**src/rtl/fetch_unit_pkg.sv**
```systemverilog
// Shared definitions for the fetch stage: default sizes, instruction field positions,
// opcode constants and the fetch FSM state encoding.
package fetch_unit_pkg;

    localparam int unsigned ADDR_W_DEF   = 8;
    localparam int unsigned INSTR_W_DEF  = 12;
    localparam int unsigned MAX_WAIT_DEF = 16;

    localparam int unsigned OPC_W   = 4;
    localparam int unsigned OPC_MSB = 11;
    localparam int unsigned OPC_LSB = 8;
    localparam int unsigned IMM_MSB = 7;
    localparam int unsigned IMM_LSB = 0;

    localparam logic [OPC_W-1:0] OP_NOP  = 4'h0;
    localparam logic [OPC_W-1:0] OP_HALT = 4'hF;

    typedef enum logic [1:0] {
        ST_FETCH = 2'b00,
        ST_EXEC  = 2'b01,
        ST_HALT  = 2'b10
    } fetchStateT;

endpackage

```
**src/rtl/fetch_unit_pc_next.sv**
```systemverilog
// Next-PC selection: branch target (Imm or RegData) beats increment, increment wraps.
module fetch_unit_pc_next
    import fetch_unit_pkg::*;
#(
    parameter int unsigned ADDR_W = ADDR_W_DEF
) (
    input  logic [ADDR_W-1:0] pc,
    input  logic [ADDR_W-1:0] imm,
    input  logic [ADDR_W-1:0] regData,
    input  logic              loadPC,
    input  logic              selPC,
    input  logic              incPC,
    output logic [ADDR_W-1:0] pcNext_c
);

    always_comb begin
        pcNext_c = pc;
        if (loadPC) begin
            pcNext_c = selPC ? imm : regData;
        end else if (incPC) begin
            pcNext_c = pc + ADDR_W'(1);
        end
    end

endmodule

```
**src/rtl/fetch_unit.sv**
```systemverilog
// Instruction fetch stage: owns PC and IR, handshakes with instruction memory and
// presents one instruction per EXEC cycle to the controller.
module fetch_unit
    import fetch_unit_pkg::*;
#(
    parameter int unsigned ADDR_W   = ADDR_W_DEF,
    parameter int unsigned INSTR_W  = INSTR_W_DEF,
    parameter int unsigned MAX_WAIT = MAX_WAIT_DEF
) (
    input  logic               CLK,
    input  logic               CLB,
    output logic               imem_req,
    output logic [ADDR_W-1:0]  imem_addr,
    input  logic               imem_ack,
    input  logic [INSTR_W-1:0] imem_rdata,
    output logic [OPC_W-1:0]   Opcode,
    output logic [ADDR_W-1:0]  Imm,
    output logic               instr_valid,
    input  logic               LoadIR,
    input  logic               IncPC,
    input  logic               SelPC,
    input  logic               LoadPC,
    input  logic [ADDR_W-1:0]  RegData,
    output logic [ADDR_W-1:0]  pc,
    output logic               halted,
    output logic               fetch_err
);

    localparam int unsigned WAIT_W = $clog2(MAX_WAIT + 1);

    fetchStateT         state;
    fetchStateT         stateNext;
    logic [ADDR_W-1:0]  pcQ;
    logic [ADDR_W-1:0]  pcNext;
    logic [ADDR_W-1:0]  pcTarget_c;
    logic [INSTR_W-1:0] ir;
    logic [INSTR_W-1:0] irNext;
    logic [WAIT_W-1:0]  waitCnt;
    logic [WAIT_W-1:0]  waitCntNext;
    logic               errNext;
    logic               reqNext;
    logic               validNext;
    logic               haltedNext;
    logic [OPC_W-1:0]   opcodeNext;

    assign imem_addr = pcQ;
    assign pc        = pcQ;
    assign Imm       = ADDR_W'(ir[IMM_MSB:IMM_LSB]);

    fetch_unit_pc_next #(
        .ADDR_W (ADDR_W)
    ) uPcNext (
        .pc       (pcQ),
        .imm      (Imm),
        .regData  (RegData),
        .loadPC   (LoadPC),
        .selPC    (SelPC),
        .incPC    (IncPC),
        .pcNext_c (pcTarget_c)
    );

    // State, datapath and registered-output flops
    always_ff @(posedge CLK or negedge CLB) begin
        if (!CLB) begin
            state       <= ST_FETCH;
            pcQ         <= '0;
            ir          <= '0;
            waitCnt     <= '0;
            fetch_err   <= 1'b0;
            imem_req    <= 1'b0;
            instr_valid <= 1'b0;
            halted      <= 1'b0;
            Opcode      <= OP_NOP;
        end else begin
            state       <= stateNext;
            pcQ         <= pcNext;
            ir          <= irNext;
            waitCnt     <= waitCntNext;
            fetch_err   <= errNext;
            imem_req    <= reqNext;
            instr_valid <= validNext;
            halted      <= haltedNext;
            Opcode      <= opcodeNext;
        end
    end

    // Next-state, datapath updates and the next value of every registered output
    always_comb begin
        stateNext   = state;
        pcNext      = pcQ;
        irNext      = ir;
        waitCntNext = waitCnt;
        errNext     = fetch_err;

        unique case (state)
            ST_FETCH: begin
                // The cycle right after reset has no request on the bus yet; only count once it is out.
                if (imem_req) begin
                    if (imem_ack) begin
                        irNext      = imem_rdata;
                        waitCntNext = '0;
                        stateNext   = ST_EXEC;
                    end else if (waitCnt == WAIT_W'(MAX_WAIT - 1)) begin
                        errNext     = 1'b1;
                        waitCntNext = '0;
                        stateNext   = ST_HALT;
                    end else begin
                        waitCntNext = waitCnt + WAIT_W'(1);
                    end
                end
            end
            ST_EXEC: begin
                pcNext    = pcTarget_c;
                stateNext = LoadIR ? ST_FETCH : ST_HALT;
            end
            ST_HALT: begin
                stateNext = ST_HALT;
            end
            default: begin
                stateNext = ST_HALT;
            end
        endcase

        reqNext    = (stateNext == ST_FETCH);
        validNext  = (stateNext == ST_EXEC);
        haltedNext = (stateNext == ST_HALT);
        opcodeNext = (stateNext == ST_EXEC) ? irNext[OPC_MSB:OPC_LSB] : OP_NOP;
    end

endmodule

```
**config.mk**
```make
export PLATFORM = sky130hd
export DESIGN_NAME = fetch_unit
export DESIGN_NICKNAME = d
export VERILOG_FILES = /design/src/rtl/fetch_unit_pkg.sv /design/src/rtl/fetch_unit_pc_next.sv /design/src/rtl/fetch_unit.sv
export SDC_FILE = /design/constraint.sdc
export NUM_CORES = 1
export LEC_CHECK = 0
export ABC_AREA = 1
export CAP_MARGIN = 25
export CORE_ASPECT_RATIO = 0.8
export CORE_MARGIN = 2
export CORE_UTILIZATION = 45
export DETAILED_ROUTE_END_ITERATION = 8
export PLACE_DENSITY = 0.78
export SLEW_MARGIN = 10
export SYNTH_ARGS = -nofsm -noshare
export SYNTH_HDL_FRONTEND = slang
export SYNTH_HIERARCHICAL = 1
export SYNTH_SLANG_ARGS = --single-unit
```
**constraint.sdc**
```tcl
create_clock -name CLK -period 1.5 [get_ports CLK]
set_input_delay 0.225 -clock CLK [delete_from_list [all_inputs] [get_ports CLK]]
set_output_delay 0.225 -clock CLK [all_outputs]
set_load 0.02 [all_outputs]
```
==> results of run 1 <==
## metrics by stage
stage | utilization, % | area (um^2)
after global routing | 65.6 | 2310
after global placement | 62.7 | 2200
final | 65.6 | 2310
after detailed placement | 62.7 | 2200
after floorplan | - | 1690
after CTS | 65.3 | 2300
## area by class of cell
class	count	area share (%)
Clock buffer	6	3.58
Clock inverter	2	1.52
Inverter	19	3.09
Multi-Input combinational cell	150	28.8
Sequential cell	31	33.6
Tap cell	42	2.28
Timing Repair Buffer	66	27.2
## logic make-up (layout without fill, tap and decap cells)
family / after synthesis / count (layout) / synth area share, %
fa+ha+maj: 2 / 2 / 1.48
flops: 31 / 31 / 46.0
simple gates: 130 / 130 / 31.9
buf+inv: 41 / 93 / 14.5
compound gates: 16 / 16 / 4.97
xor+xnor: 2 / 2 / 1.04
## worst paths after layout
path	end	cells after the start
setup / recovery	Imm[5]	1
hold / removal	Opcode[0]	2
setup reg to reg	imem_addr[2]	6
hold reg to reg	fetch_err	2
max in group asynchronous	ir[2]	2
min in group CLK	Opcode[0]	3
## cells in the final DEF, fill, tap and decap left out, types with 2 or more instances in the layout
master,netlist,routed
clkdlybuf4s50_1,0,33
buf_4,17,8
nand3_1,18,18
nor2_2,2,2
ha_1,2,2
inv_1,17,17
clkbuf_8,1,6
o21ai_0,11,11
o22ai_1,3,3
nor2_4,2,2
nor2_1,27,27
dfrtp_1,31,31
nand2_1,78,78
dlymetal6s2s_1,0,5
dlygate4sd2_1,0,20
## synthesized netlist by cell type (2+ instances only)
library cell,n
buf_2,2
buf_4,17
buf_6,2
dfrtp_1,31
ha_1,2
inv_1,17
nand2_1,78
nand3_1,18
nor2_1,27
nor2_2,2
nor2_4,2
o21ai_0,11
o22ai_1,3
## state kept, by name, summed over array words and instances, names as in the netlist
name and count:
instr_valid 1, imem_addr 8, fetch_err 1, Opcode 4, ir 8, imem_req 1
waitCnt 5, halted 1, state 2
## routing by layer
layer | GRT usage, % | vias up
met3 | 4.79 | 4
met4 | 6.35 | 0
met5 | 0 | -
met1 | 25.2 | 697
met2 | 33.4 | 48
li1 | - | 776
## repair_timing
action,4_1_cts,5_1_grt
gates resized for setup,20,5
setup endpoints to repair,20,5
endpoints found under the hold margin,0,0
cloned,0,0
pin swaps,0,0
## report_power, final
part / internal [mW] / switching, mW / total, mW
clock network: 0.537 / 0.316 / 0.853
logic: 0.742 / 1.05 / 1.79
registers: 1.14 / 0.333 / 1.48
total: 2.42 / 1.70 / 4.12
==> key figures, run 1 <==
Critical path
  • Buf/Inv on CP: 1
  • FF-to-FF Start: imem_addr[0]
  • Crit path largest cell delay: 610 ps
  • Crit Path Max Fanout: 3
  • Crit-path cells: clkdlybuf4s50_1
  • Worst Setup End Kind: primary output
  • Startpoint type of the worst setup path: flop
  • Worst setup startpoint: ir[5]
  • CP delay by family, top: buffers and inverters
  • R2R Setup Slk: 180 ps
  • Slowest-stage cell, CP: clkdlybuf4s50_1
  • Critical Path AT: 1250 ps
  • Worst Path Required: 1270 ps
  • Setup Crit Path Kind: reg2out

Synthesis
  • Sequential-to-total area share from yosys stat: 46.0%
  • Share of the synthesized area in the top cell type: 46.0%
  • Unique masters post-synth: 23
  • Synthesized Nets: 251
  • Top post-synthesis cells by area: dfrtp_1 (46%), nand2_1 (17%), buf_4 (7.6%)
  • Async SR Flop Fraction: 100%
  • Yosys top cell by area: dfrtp_1
  • Post-synth EDFFs: 0
  • Syn. warnings: 6
  • Syn_area_per_cell: 7.59 um^2
  • Cell Area, Synth: 0.00169 mm^2
  • Most used DFF post-synth: dfrtp_1
  • Post-synthesis cell count: 222
  • Synth Register Bits: 31

Placed design
  • Dpl cells: 308
  • GP Congestion: 0.863
  • Dpl ws: 9.83 ps
  • PortBufs: 58
  • Post-DP HPWL: 2780 um

Route
  • Met3 wire length: 247 um
  • Detail Route Antenna Nets: 0
  • Final WL: 3770 um
  • 1st-iter DRT viols: 82
  • DR DRC count: 0
  • Metal-1 WL: 1720 um
  • Vias/cell: 4.83
  • Avg WL per Cell: 11.9 um
  • Metal2 WL: 1760 um
  • Vias post-DR: 1525
  • TritonRoute pass-1 iters: 4
  • Highest metal used: met4

Timing
  • Worst Max-Slew Pin Slew: 389 ps
  • PnR worst setup slack: 28.4 ps
  • Hold Fails Final Rpt: 0
  • Final worst path period share: 98.1%
  • # setup viols final: 0
  • Relative slew margins: 74.1%
  • Final min period: 1470 ps
  • Worst Clk Skew: 11.2 ps
  • TNS Setup: 0 ps
  • Peak Freq: 680 MHz
  • WHS: 330 ps
  • RSZ-0062 raised after global routing: no
  • Slew Limit Fails: 0

CTS
  • Clock buffer depth: 2
  • Clk slew on worst S/H paths: 70 ps
  • Post-CTS Setup Repair Bufs: 0
  • H-tree depth: 2
  • Cts bufs inserted: 5
  • CTS tree: done
  • CTS hold repair buffers: 0
  • Clk Tree Root Cell: clkbuf_8
  • Clock Sink Count: 31
  • Latest clock arrival within the worst-skew pair: 290 ps

GRT
  • Number of global-route vias before repair: 1487
  • Global-route usage over all layers: 19.7%
  • Pin count of the biggest net entering global routing: 32
  • Initial antenna violation count: 0
  • First-pass GRT wire length: 6450 um
  • Total congestion overflow: 0

Finish
  • Area occupied by multi-input gates: 664 um^2
  • # fillers: 327
  • Post-Layout Cell Count: 316
  • Nets: 302
  • Ant diodes: 0
  • Share of layout cells above drive strength 1: 8.03%
  • Reg area: 776 um^2
  • Area Overhead vs Synth: 37.0%

Floorplan
  • Initial Util: 47.9%
  • Top-Level Pins: 59
  • Die width: 72.4 um
  • Die ar.: 0.00425 mm^2
  • Core outline area: 0.00352 mm^2
  • Num rows: 19
  • DIE HEIGHT: 58.7 um

Power and ir drop
  • Worst vdd ir: 843 uV
  • Total Power: 4.12 mW
  • Pleak: 1.24 nW
  • PwrDens: 1790 mW/mm^2

Run
  • Total of max-cap violations: 0

Run status
  • Outcome: finished, final reports clean

Worst hold path
  • Hold WC Path Type: in2async
No activity file was read; power rests on OpenSTA's default activity.
==> inputs of run 2 (changes only) <==
- CORE_UTILIZATION: 45 -> 40
- PLACE_DENSITY: 0.78 -> 0.73
- clock period: 1.5 -> 1.2 ns (I/O delays scaled with it)
==> run 2 against run 1 <==
Net effect: the flow now finishes with violations (negative setup slack); via count rose by 5.8%; clock skew fell by 7.8 ps; first-iteration DRC count rose by 16%; global-route usage fell by 1.5 points; die area rose by 12%; sequential cell count did not move; cell area rose by 9.0%; critical path depth rose by 7; non-clock buffer count rose by 22; clock power fell by 8.0%; critical endpoint is now imem_addr[6]; highest routed layer unchanged.
==> key figures, run 2 (synthesis gave the netlist of run 1 again) <==
Critical path
  • Setup Crit Path Kind: reg2reg
  • Slowest-stage cell, CP: dfrtp_2
  • R2r endpoint: imem_addr[6]
  • FF-to-FF Start: imem_addr[0]
  • Crit-path most repeated cell: nand3_2
  • R2R Setup Slk: -70 ps
  • Worst Setup End Kind: flop
  • Crit-path cells: ha_4 > nand2_4 > nor2_4 > nand3_2 > nand3_2 > nand2_1 > nand3_2 > nand2_1
  • Worst Path Required: 1370 ps
  • Crit path largest cell delay: 440 ps
  • Critical Path AT: 1440 ps
  • R2r worst-path depth: 8
  • Startpoint type of the worst setup path: flop
  • Crit Path Max Fanout: 6

Placed design
  • Post-DP HPWL: 3110 um
  • GP Congestion: 0.839
  • PortBufs: 58
  • Dpl ws: -311 ps
  • Area after DPL: 0.00241 mm^2

Timing
  • Worst Max-Slew Pin Slew: 294 ps
  • PnR worst setup slack: -69.2 ps
  • Relative slew margins: 80.4%
  • Final worst path period share: 106%
  • # setup viols final: 6
  • Peak Freq: 788 MHz
  • Worst Clk Skew: 3.36 ps
  • Final min period: 1270 ps
  • RSZ-0062 raised after global routing: yes
  • Hold Fails Final Rpt: 0
  • Slew Limit Fails: 0
  • WHS: 260 ps

Route
  • DR DRC count: 0
  • Detail Route Antenna Nets: 0
  • Avg WL per Cell: 12.3 um
  • Vias post-DR: 1613
  • TritonRoute pass-1 iters: 4
  • Vias/cell: 4.57
  • Final WL: 4340 um
  • 1st-iter DRT viols: 95

GRT
  • Global-route usage over all layers: 18.2%
  • Initial antenna violation count: 0
  • First-pass GRT wire length: 6690 um
  • Total congestion overflow: 0
  • Pin count of the biggest net entering global routing: 32
  • Number of global-route vias before repair: 1583

Finish
  • Final core utilization: 61.0%
  • Ant diodes: 0
  • Commonest non-fill, non-tap cell in the layout: nand2_1
  • Nets: 324
  • Share of layout cells above drive strength 1: 23.6%
  • Commonest cells after routing, fill and taps aside: nand2_1 (73), buf_4 (29), dfrtp_1 (28)
  • Final Cell Area: 0.00252 mm^2
  • Area Overhead vs Synth: 49.4%

Power and ir drop
  • Pleak: 1.31 nW
  • PwrDens: 2170 mW/mm^2
  • Worst vdd ir: 880 uV

CTS
  • Latest clock arrival within the worst-skew pair: 280 ps
  • Clock Sink Count: 31
  • Clk Tree Root Cell: clkbuf_8
  • Clock buffer depth: 2
  • Clk slew on worst S/H paths: 60 ps
  • Cts bufs inserted: 5
  • CTS tree: done
  • H-tree depth: 2

Floorplan
  • Top-Level Pins: 59
  • Num rows: 21
  • Core outline area: 0.00413 mm^2
  • Die ar.: 0.00475 mm^2
  • Initial Util: 40.9%
  • DIE HEIGHT: 62.1 um
  • Die width: 76.6 um

Run status
  • Violated checks: negative setup slack
  • Outcome: finished with violations

Run
  • Total of max-cap violations: 0

Worst hold path
  • Hold WC Path Type: in2async
-- run 2: changes by cell type in the layout (fill, tap and decap cells not counted), sizes merged --
cell / change
clkbuf: +5
bufinv: -1
dlygate4sd2: -2
clkdlybuf4s15: +7
clkdlybuf4s50: -8
dlymetal6s2s: -5
buf: +26
-- run 2: area by class of cell --
| class | instances | area (um^2) |
|---|---|---|
| Sequential cell | 31 | 779 |
| Tap cell | 57 | 71.3 |
| Clock buffer | 7 | 76.3 |
| Clock inverter | 1 | 5.00 |
| Inverter | 19 | 73.8 |
| Multi-Input combinational cell | 150 | 738 |
| Timing Repair Buffer | 88 | 773 |
| Fill cell | 402 | 1610 |
-- run 2: how the worst max path moves through the flow --
stage	slack, ps	cells after the start	end	from
6_report	-70	8	imem_addr[6]	imem_addr[0]
4_1_cts	-10	8	imem_addr[6]	imem_addr[0]
2_1_floorplan	-30	8	imem_addr[6]	imem_addr[1]
3_3_place_gp	-220	8	imem_addr[7]	IncPC
3_5_place_dp	-310	8	imem_addr[7]	IncPC
5_1_grt	-150	8	imem_addr[6]	imem_addr[0]
-- run 2: worst max-delay path: cells and delay by family (launching register included) --
kind / cells / cell delay [ps]
fa+ha+maj: 1 / 160
flops: 1 / 440
simple gates: 7 / 560
-- run 2: stage by stage --
step                      std cells  power, mW  setup TNS, ps
final                           353       5.46           -160
after global routing            353       5.85           -762
after CTS                       350       5.41          -37.0
after detailed placement        342       4.84          -2310
after global placement          342       4.75          -1850
after floorplan                 222       3.55          -27.9
-- run 2: metal layers --
layer,vias to the layer above,GRT usage (%),routed length [um]
met1,753,20.4,1910
met3,4,4.19,168
met4,0,6.49,42
met5,-,0,0
li1,819,-,-
met2,37,35.5,2220
-- run 2: where the power goes --
group / total (mW) / switching, mW / internal (mW)
sequential: 1.77 / 0.332 / 1.44
clock: 0.785 / 0.379 / 0.406
combinational: 2.90 / 1.61 / 1.29
total: 5.46 / 2.33 / 3.14
-- run 2: timing repair --
action,4_1_cts,5_1_grt
hold buffers,0,0
buffers inserted,0,3
gates resized for setup,54,26
setup endpoints to repair,38,33
gates cloned,0,0
pin swaps,2,10
==> inputs of run 3 (changes only) <==
- CORE_UTILIZATION: 40 -> 48
- PLACE_DENSITY: 0.73 -> 0.82
- clock period: 1.2 -> 1.5 ns (I/O delays scaled with it)
==> run 3 against run 2 <==
Net effect: the run now ends clean; sequential cell count did not move; clock skew rose by 1.2 ps; worst hold slack improved by 84 ps; cell area fell by 9.1%; via count fell by 4.3%; combinational power fell by 39%; die area fell by 16%; cell count fell by 10%; critical path depth fell by 7; sequential power fell by 16%; power fell by 28%; first-iteration DRC count rose by 42%; critical endpoint is now fetch_err; largest cell class unchanged; highest routed layer unchanged.
==> key figures, run 3 (synthesis gave the netlist of run 1 again) <==
GRT
  • Global-route usage over all layers: 21.0%
  • First-pass GRT wire length: 6650 um
  • Initial antenna violation count: 0
  • Total congestion overflow: 0
  • Pin count of the biggest net entering global routing: 32
  • Number of global-route vias before repair: 1506

CTS
  • Clk Tree Root Cell: clkbuf_8
  • Post-CTS Setup Repair Bufs: 0
  • CTS tree: done
  • Clock Sink Count: 31
  • Clock buffer depth: 2
  • CTS hold repair buffers: 0
  • Cts bufs inserted: 5
  • Clk slew on worst S/H paths: 60 ps
  • H-tree depth: 2
  • Latest clock arrival within the worst-skew pair: 270 ps

Timing
  • Final worst path period share: 96.6%
  • TNS Setup: 0 ps
  • # setup viols final: 0
  • Final min period: 1450 ps
  • Hold Fails Final Rpt: 0
  • Relative slew margins: 74.5%
  • Worst Max-Slew Pin Slew: 382 ps
  • Peak Freq: 690 MHz
  • Slew Limit Fails: 0
  • RSZ-0062 raised after global routing: no
  • Worst Clk Skew: 4.59 ps

Run status
  • Outcome: finished, final reports clean

Route
  • Vias post-DR: 1543
  • 1st-iter DRT viols: 135
  • Metal2 WL: 1890 um
  • Avg WL per Cell: 12.2 um
  • Final WL: 3860 um
  • DR DRC count: 0
  • Vias/cell: 4.88
  • Met3 wire length: 329 um
  • TritonRoute pass-1 iters: 4
  • Detail Route Antenna Nets: 0
  • Highest metal used: met4
  • Metal-1 WL: 1570 um

Power and ir drop
  • Flop pwr share: 38.2%
  • Clock power frac: 16.2%
  • Int Pwr: 2.24 mW
  • Switching Fraction: 42.6%
  • Total Power: 3.91 mW
  • Logic gate share of total power: 45.6%
  • Pleak: 1.24 nW
  • Worst vdd ir: 920 uV
  • PwrDens: 1710 mW/mm^2
  • Psw: 1.67 mW

Floorplan
  • DIE HEIGHT: 57 um
  • Initial Util: 49.6%
  • Core outline area: 0.00340 mm^2
  • Top-Level Pins: 59
  • Num rows: 19
  • Die width: 70.3 um
  • Die ar.: 0.00400 mm^2

Finish
  • Share of layout cells above drive strength 1: 8.03%
  • Nets: 303
  • Area Overhead vs Synth: 35.7%
  • Commonest non-fill, non-tap cell in the layout: nand2_1
  • # fillers: 298
  • Commonest cells after routing, fill and taps aside: nand2_1 (78), clkdlybuf4s50_1 (33), dfrtp_1 (31)
  • Area occupied by multi-input gates: 664 um^2
  • Reg area: 776 um^2
  • Ant diodes: 0
  • Final core utilization: 67.3%

Critical path
  • Worst Path Required: 1270 ps
  • CP delay by family, top: buffers and inverters
  • Setup Crit Path Kind: reg2out
  • Slowest-stage cell, CP: clkdlybuf4s50_1
  • Crit-path cells: clkdlybuf4s50_1
  • Critical Path AT: 1220 ps
  • Crit Path Max Fanout: 2
  • Crit path largest cell delay: 600 ps
  • Startpoint type of the worst setup path: flop
  • Worst Setup End Kind: primary output
  • Buf/Inv on CP: 1

Placed design
  • GP Congestion: 0.853
  • PortBufs: 58
  • Post-DP HPWL: 2840 um

Run
  • Total of max-cap violations: 0

Worst hold path
  • Hold WC Path Type: in2async
-- run 3: cell count changes in the layout (fill, tap and decap cells not counted), sizes merged --
| cell | before | now |
|---|---|---|
| clkbuf | 11 | 6 |
| dlygate4sd2 | 18 | 20 |
| dlymetal6s2s | 0 | 5 |
| buf | 34 | 9 |
| clkdlybuf4s50 | 25 | 33 |
| clkdlybuf4s15 | 7 | 0 |
-- run 3: what timing repair did --
action                                 4_1_cts  5_1_grt
endpoints found under the hold margin        0        0
setup endpoints to repair                   20        5
resized for setup                           20        5
-- run 3: final timing paths --
| kind | start | to | slack [ps] | cells after the start |
|---|---|---|---|---|
| min in group CLK | imem_rdata[11] | Opcode[3] | 460 | 3 |
| max in group asynchronous | CLB | ir[2] | 880 | 2 |
| max reg2reg | imem_addr[1] | imem_addr[6] | 110 | 8 |
| max | fetch_err | fetch_err | 50 | 1 |
| min | CLB | waitCnt[1] | 340 | 2 |
| min reg2reg | fetch_err | fetch_err | 470 | 2 |
-- run 3: power groups by stage --
stage	clock network, mW	logic, mW	registers (mW)
after floorplan	0	1.19	1.61
after global placement	0	1.94	1.50
after detailed placement	0	1.99	1.51
after CTS	0.653	1.81	1.49
after global routing	0.701	1.96	1.56
final	0.632	1.78	1.49
-- run 3: per-stage QoR --
stage	setup slack (ps)	cells	instance area, um^2	hold slack, ps
3_3_place_gp	35.2	309	2210	452
4_1_cts	0.946	316	2270	353
6_report	50.8	316	2290	344
3_5_place_dp	17.8	309	2210	454
5_1_grt	8.24	316	2290	393
2_1_floorplan	169	222	1690	-70.6
-- run 3: area by class of cell --
class / instances / share of cell area, %
clock buffer: 6 / 3.61
clock inverter: 1 / 0.219
inverter: 19 / 3.12
multi-input combinational: 150 / 29.0
sequential: 31 / 33.9
tap: 42 / 2.30
timing repair buffer: 67 / 27.8
-- run 3: metal layers --
| metal | vias up | track usage (%) |
|---|---|---|
| li1 | 772 | - |
| met1 | 696 | 26.6 |
| met2 | 69 | 34.2 |
| met3 | 6 | 6.71 |
| met4 | 0 | 7.69 |
| met5 | - | 0 |
